$ cat src/rtl/data_ram_pkg.sv
// Shared encodings and helpers for the data-memory responder.
// DATA_RAM_DWORD_EN adds the doubleword (RESP2) access path.
package data_ram_pkg;

    localparam logic [1:0] SIZE_BYTE  = 2'b00;
    localparam logic [1:0] SIZE_HALF  = 2'b01;
    localparam logic [1:0] SIZE_WORD  = 2'b10;
    localparam logic [1:0] SIZE_DWORD = 2'b11;

    localparam logic RW_READ  = 1'b0;
    localparam logic RW_WRITE = 1'b1;

    localparam logic [1:0] ST_IDLE  = 2'd0;
    localparam logic [1:0] ST_WAIT  = 2'd1;
    localparam logic [1:0] ST_RESP  = 2'd2;
`ifdef DATA_RAM_DWORD_EN
    localparam logic [1:0] ST_RESP2 = 2'd3;
`endif

    // Alignment check only; whether doubleword is supported at all is decided by the caller.
    function automatic logic misaligned(input logic [1:0] size, input logic [2:0] addr);
        case (size)
            SIZE_HALF:  return addr[0];
            SIZE_WORD:  return |addr[1:0];
            SIZE_DWORD: return |addr;
            default:    return 1'b0;
        endcase
    endfunction

endpackage

$ cat src/rtl/data_ram_array.sv
// Four byte-lane memories with per-lane write enables and an asynchronous word read.
// DATA_RAM_DWORD_EN adds a second full-word write port for doubleword stores.
module data_ram_array
    import data_ram_pkg::*;
#(
    parameter int WORDS = 128
) (
    input  logic                       clk,
    input  logic [3:0]                 lane_we,
    input  logic [$clog2(WORDS)-1:0]   waddr,
    input  logic [31:0]                wdata,
`ifdef DATA_RAM_DWORD_EN
    input  logic                       we2,
    input  logic [$clog2(WORDS)-1:0]   waddr2,
    input  logic [31:0]                wdata2,
`endif
    input  logic [$clog2(WORDS)-1:0]   raddr,
    output logic [31:0]                rdata
);

    // Lane l holds bits [8l+7:8l]; lane 3 is the byte at offset 00 (big-endian).
    for (genvar l = 0; l < 4; l++) begin : g_lane
        logic [7:0] mem [WORDS];

        always_ff @(posedge clk) begin
            if (lane_we[l]) mem[waddr] <= wdata[8*l +: 8];
`ifdef DATA_RAM_DWORD_EN
            if (we2) mem[waddr2] <= wdata2[8*l +: 8];
`endif
        end

        assign rdata[8*l +: 8] = mem[raddr];
    end

endmodule

$ cat src/rtl/data_ram_responder.sv
// MEM-stage data RAM responder: request capture, wait states, lane steering and load extension.
// DATA_RAM_DWORD_EN enables doubleword accesses returned over two Ready pulses.
module data_ram_responder
    import data_ram_pkg::*;
#(
    parameter int DEPTH_BYTES = 512,
    parameter int WAIT_STATES = 1
) (
    input  logic                           clk,
    input  logic                           rst_n,
    input  logic                           RAM_Enable,
    input  logic                           RAM_RW,
    input  logic                           RAM_SE,
    input  logic [1:0]                     RAM_Size,
    input  logic [$clog2(DEPTH_BYTES)-1:0] RAM_Address,
    input  logic [31:0]                    RAM_DataIn,
    output logic [31:0]                    RAM_DataOut,
    output logic                           RAM_Ready,
    output logic                           RAM_Error,
    output logic                           RAM_Busy
);

    localparam int AW    = $clog2(DEPTH_BYTES);
    localparam int WORDS = DEPTH_BYTES / 4;
    localparam int WW    = AW - 2;
    localparam logic [3:0] WS = 4'(WAIT_STATES);

    logic [1:0]    state;
    logic [3:0]    wait_cnt;
    logic          req_rw;
    logic          req_se;
    logic [1:0]    req_size;
    logic [AW-1:0] req_addr;
    logic [31:0]   req_data;
    logic [31:0]   hold_q;
    logic [31:0]   rword;
    logic [31:0]   load_val;
    logic [31:0]   wdata;
    logic [3:0]    lane_we;
    logic [WW-1:0] word_addr;
    logic [WW-1:0] rd_addr;
    logic [7:0]    sel_byte;
    logic [15:0]   sel_half;
    logic          req_err;
    logic          in_resp;
    logic          read_ok;
    logic          commit;

    assign word_addr = req_addr[AW-1:2];

`ifdef DATA_RAM_DWORD_EN
    logic [31:0] req_data2;
    logic        cap2;
    logic        is_dword;

    assign is_dword = (req_size == SIZE_DWORD);
    assign req_err  = misaligned(req_size, req_addr[2:0]);
    assign in_resp  = (state == ST_RESP) || (state == ST_RESP2);
    assign rd_addr  = (state == ST_RESP2) ? word_addr + WW'(1) : word_addr;
    assign commit   = (req_rw == RW_WRITE) && !req_err &&
                      (is_dword ? (state == ST_RESP2) : (state == ST_RESP));

    // Second store word arrives on the cycle after acceptance.
    always_ff @(posedge clk) begin
        if (!rst_n) begin
            cap2 <= 1'b0;
        end else begin
            cap2 <= (state == ST_IDLE) && RAM_Enable;
            if (cap2) req_data2 <= RAM_DataIn;
        end
    end
`else
    assign req_err = misaligned(req_size, req_addr[2:0]) || (req_size == SIZE_DWORD);
    assign in_resp = (state == ST_RESP);
    assign rd_addr = word_addr;
    assign commit  = (state == ST_RESP) && (req_rw == RW_WRITE) && !req_err;
`endif

    assign read_ok     = in_resp && (req_rw == RW_READ) && !req_err;
    assign RAM_Ready   = in_resp;
    assign RAM_Error   = in_resp && req_err;
    assign RAM_Busy    = (state != ST_IDLE);
    assign RAM_DataOut = read_ok ? load_val : hold_q;

    always_comb begin
        wdata   = req_data;
        lane_we = 4'b0000;
        case (req_size)
            SIZE_BYTE: begin
                wdata   = {4{req_data[7:0]}};
                lane_we = 4'b1000 >> req_addr[1:0];
            end
            SIZE_HALF: begin
                wdata   = {2{req_data[15:0]}};
                lane_we = req_addr[1] ? 4'b0011 : 4'b1100;
            end
            default: lane_we = 4'b1111;
        endcase
        if (!commit) lane_we = 4'b0000;
    end

    always_comb begin
        case (req_addr[1:0])
            2'd1:    sel_byte = rword[23:16];
            2'd2:    sel_byte = rword[15:8];
            2'd3:    sel_byte = rword[7:0];
            default: sel_byte = rword[31:24];
        endcase
        sel_half = req_addr[1] ? rword[15:0] : rword[31:16];
        case (req_size)
            SIZE_BYTE: load_val = {{24{req_se & sel_byte[7]}}, sel_byte};
            SIZE_HALF: load_val = {{16{req_se & sel_half[15]}}, sel_half};
            default:   load_val = rword;
        endcase
    end

    always_ff @(posedge clk) begin
        if (!rst_n) begin
            state    <= ST_IDLE;
            wait_cnt <= 4'd0;
            hold_q   <= 32'd0;
        end else begin
            if (read_ok) hold_q <= load_val;
            case (state)
                ST_IDLE: begin
                    if (RAM_Enable) begin
                        req_rw   <= RAM_RW;
                        req_se   <= RAM_SE;
                        req_size <= RAM_Size;
                        req_addr <= RAM_Address;
                        req_data <= RAM_DataIn;
                        if (WS == 4'd0) begin
                            state <= ST_RESP;
                        end else begin
                            state    <= ST_WAIT;
                            wait_cnt <= WS;
                        end
                    end
                end
                ST_WAIT: begin
                    wait_cnt <= wait_cnt - 4'd1;
                    if (wait_cnt == 4'd1) state <= ST_RESP;
                end
`ifdef DATA_RAM_DWORD_EN
                ST_RESP:  state <= (is_dword && !req_err) ? ST_RESP2 : ST_IDLE;
                ST_RESP2: state <= ST_IDLE;
`else
                ST_RESP:  state <= ST_IDLE;
`endif
                default:  state <= ST_IDLE;
            endcase
        end
    end

    data_ram_array #(.WORDS(WORDS)) u_array (
        .clk     (clk),
        .lane_we (lane_we),
        .waddr   (word_addr),
        .wdata   (wdata),
`ifdef DATA_RAM_DWORD_EN
        .we2     (commit && is_dword),
        .waddr2  (word_addr + WW'(1)),
        .wdata2  (req_data2),
`endif
        .raddr   (rd_addr),
        .rdata   (rword)
    );

endmodule

$ cat config.mk
export PLATFORM = sky130hd
export DESIGN_NAME = data_ram_responder
export DESIGN_NICKNAME = d
export VERILOG_FILES = /design/src/rtl/data_ram_pkg.sv /design/src/rtl/data_ram_array.sv /design/src/rtl/data_ram_responder.sv
export SDC_FILE = /design/constraint.sdc
export NUM_CORES = 2
export LEC_CHECK = 0
export CORE_UTILIZATION = 35
export CTS_BUF_LIST = sky130_fd_sc_hd__clkbuf_4 sky130_fd_sc_hd__clkbuf_8 sky130_fd_sc_hd__clkbuf_16
export CTS_CLUSTER_DIAMETER = 60
export DETAILED_ROUTE_END_ITERATION = 10
export GPL_ROUTABILITY_DRIVEN = 1
export PLACE_DENSITY_LB_ADDON = 0.3
export SYNTH_ARGS = -nofsm -noshare
export SYNTH_HDL_FRONTEND = slang
export SYNTH_SLANG_ARGS = --single-unit
$ cat constraint.sdc
create_clock -name clk -period 23.4 [get_ports clk]
set_input_delay 3.51 -clock clk [delete_from_list [all_inputs] [get_ports clk]]
set_output_delay 3.51 -clock clk [all_outputs]
set_load 0.05 [all_outputs]
==> run_results.csv <==
group,metric,value,unit
synthesis,netlist_instances,7864,
clock_tree,clk_pin_slew,60,ps
synthesis,synth_compound_area_frac,0.0329,
synthesis,synth_nets,7914,
global_route,first_global_vias,84500,
global_route,antenna_found_initial,78,
timing,fin_crit_sh,0.568,
drt,drt_pass1_iterations,7,
final_layout,drive_gt1_frac,0.245,
die,core,467000,um^2
synthesis,synthFlopType,"edfxtp_1",
clock_tree,cts-root-buf,"clkbuf_16",
synthesis,synth_area_leaders,"edfxtp_1 (76%), mux4_2 (13%), mux2i_1 (1.6%), nor2_1 (1.4%), a22oi_1 (0.80%)",
power,power,16.4,mW
timing,tightest_slew,1520,ps
global_route,grt-ovfl-total,0,
clock_tree,ctsHoldBuffers,0,
die,die-area,472000,um^2
timing,rsz0062_at_grt,"false",
drt,postRouteAntennaNets,0,
critical_path,end_kind,"primary output",
timing,slew_violations,13,
global_route,grt_pass1_wl,745,mm
timing,fin_tns_setup,0,ps
synthesis,syn_area,164000,um^2
synthesis,yosysUniqueCellTypes,83,
clock_tree,cts_tree,"built",
global_route,track_usage,0.231,
die,ios,83,
drt,vias,88100,
drt,wl_per_cell,37.6,um
clock_tree,insertion_delay,1020,ps
synthesis,post-synth-top-area-fraction,0.757,
status,violations,"max-capacitance violations, max-slew violations",
drt,first_iter_violations,13500,
synthesis,synth_area_leader_cell,"edfxtp_1",
synthesis,synthMuxAreaShare,0.152,
global_route,grt_start_max_net_pins,132,
timing,fin_worst_skew,80.6,ps
placed_design,place.gp.congestion,0.996,
timing,fmax,0.0752,GHz
critical_path,worstPathMaxFanout,124,
hold_path,min_path_type,"reg -> reg",
synthesis,synth_top_family_by_area,"multiplexers",
drt,wirelength,557,mm
clock_tree,clock_path_buffers,4,
power,p_leak,56.9,nW
final_layout,area_delta_synth_final,13.5,%
die,start_util,0.351,
critical_path,arrival,9790,ps
critical_path,required,19890,ps
die,rows,251,
timing,slew_headroom,-0.0156,
status,status,"finished with violations",
placed_design,port_buffers,82,
timing,period_minus_slack,13300,ps
timing,finalSetupViolCount,0,
run,drv_cap,3,
synthesis,async_reset_ff_frac,0,
power,power_density,88.2,nW/um^2
placed_design,dp_slack,11190,ps
die,die_y,687,um
synthesis,syn_area_per_cell,20.9,um^2
clock_tree,cts_resized,0,
final_layout,design.final.nets,8210,
synthesis,synth-xor-area-share,0.0000533,
critical_path,worstSetupPathType,"reg -> out",
drt,drc_errors,0,
timing,fin_ws,10100,ps
drt,vias_per_cell,5.95,
synthesis,synthAdderAreaFrac,0.000152,
synthesis,ys_seq_elements,4186,
placed_design,dp_hpwl,368,mm
clock_tree,cts.sinks,4186,
synthesis,synth_simple_gate_area_frac,0.0307,
power,ir_drop,0.0000658,V
clock_tree,post-cts-setup-buffers,0,
clock_tree,htreeDepth,5,
synthesis,ys_warn_count,0,
synthesis,synth-edff-count,4141,
critical_path,start_kind,"flop",
die,dieWidth,687,um
clock_tree,numCtsBuffers,430,
synthesis,ys_seq_area_frac,0.763,
timing,hold_viol_final,0,
timing,hold_slack,524,ps
final timing paths:
check	from	slack, ps	to	depth (start not counted)
max	flop	10100	RAM_DataOut[5]	14
min	wait_cnt[1]	520	wait_cnt[1]	2
max reg2reg	flop	15320	hold_q[18]	13
min reg2reg	wait_cnt[1]	520	wait_cnt[1]	2
registers in the layout, summed over array words and instances, names as in the netlist, named ones only:
register	cells
u_array.g_lane.mem	4096
hold_q	32
req_data	32
req_addr	9
wait_cnt	4
req_size	2
state	2
req_rw	1
req_se	1
cell type report:
type	count	area, um^2
antenna	82	205
timing repair buffer	340	2870
tap	6198	7750
sequential	4186	125000
inverter	15	60.1
clock buffer	534	11700
multi-input combinational	3187	35800
fill	41300	281000
clock inverter	264	2710
Yosys cell counts (8+ instances only):
| cell type | count |
|---|---|
| and2_1 | 15 |
| nor3b_1 | 12 |
| a21oi_1 | 109 |
| o211ai_1 | 10 |
| a31oi_1 | 20 |
| nand2b_1 | 21 |
| nor4_1 | 15 |
| mux2i_1 | 260 |
| buf_8 | 20 |
| o221ai_1 | 17 |
| buf_2 | 84 |
| dfxtp_1 | 45 |
| nand3b_1 | 9 |
| o21ai_0 | 54 |
| o21ai_1 | 12 |
| buf_12 | 15 |
| mux4_1 | 8 |
| edfxtp_1 | 4141 |
| nand2_1 | 260 |
| inv_1 | 12 |
| a22o_1 | 59 |
| nand3_1 | 45 |
| mux4_2 | 955 |
| a221oi_1 | 94 |
| or3_1 | 8 |
| clkbuf_1 | 149 |
| o32ai_1 | 12 |
| mux2_2 | 59 |
| a22oi_1 | 176 |
| nor3_2 | 10 |
| buf_4 | 75 |
| nor2b_1 | 23 |
| a311oi_1 | 12 |
| nor3_1 | 61 |
| a221oi_2 | 10 |
| buf_6 | 101 |
| nand4_1 | 20 |
| o22ai_1 | 78 |
| nor2_1 | 623 |
| and3_1 | 9 |
| buf_1 | 30 |
| or2_2 | 9 |
| a211oi_1 | 23 |
per-stage QoR:
| step | std cells | utilization | instance area (um^2) |
|---|---|---|---|
| CTS | 14700 | 0.398 | 186000 |
| finish | 14800 | 0.399 | 186000 |
| detailed placement | 13900 | 0.368 | 172000 |
| global placement | 13900 | 0.368 | 172000 |
| floorplan | 7864 | - | 164000 |
| global route | 14700 | 0.399 | 186000 |
placed cells by master, fill, tap and decap left out, types with 59 or more instances in the layout:
cell type        synthesis  routed
clkbuf_16                0     437
a221oi_1                94      94
buf_4                   75     248
edfxtp_1              4141    4141
a22oi_1                176     176
o22ai_1                 78      78
mux2i_1                260     260
clkinv_2                 0      75
nor2_1                 623     614
clkbuf_4                 1      93
mux4_2                 955     955
diode_2                  0      82
nand2_1                260     260
clkinv_1                 2      87
a21oi_1                109     108
a22o_1                  59      59
clkdlybuf4s50_1          0      82
critical path, stage by stage (launching register included):
cell and delay, ps:
dfxtp_4 780, buf_12 610, buf_12 590, buf_4 760, buf_4 720, buf_4 570, mux4_2 400, a22o_1 250
a221oi_1 270, o22ai_1 220, nor3_1 1190, a22oi_1 180, a31oi_1 630, nor3_1 330, clkdlybuf4s50_1 780
kinds of logic (layout without fill, tap and decap cells):
kind of cell / after synthesis / count (layout)
DFF: 4186 / 4186
muxes: 1283 / 1283
AOI/OAI and AO/OA: 739 / 739
adders and majority gates: 2 / 2
buffers and inverters: 491 / 1153
other: 0 / 82
xor gates and xnor gates: 1 / 1
and+or+nand+nor: 1162 / 1162
per-layer routing:
| layer | vias to the layer above | part of all wire | GRT usage | routed length [um] |
|---|---|---|---|---|
| li1 | 33600 | - | - | - |
| met1 | 47500 | 0.39 | 0.309 | 215000 |
| met2 | 5837 | 0.43 | 0.333 | 241000 |
| met3 | 1178 | 0.13 | 0.0857 | 71100 |
| met4 | 70 | 0.052 | 0.108 | 28800 |
| met5 | - | 0.0015 | 0.00571 | 834 |
power breakdown:
| group | leakage, nW | total [mW] | internal [mW] | switching, mW |
|---|---|---|---|---|
| Clock | 7.15 | 7.02 | 4.04 | 2.98 |
| Sequential | 37.6 | 8.28 | 8.26 | 0.0191 |
| Combinational | 12.2 | 1.15 | 0.364 | 0.784 |
(Power assumes the default switching activity.)
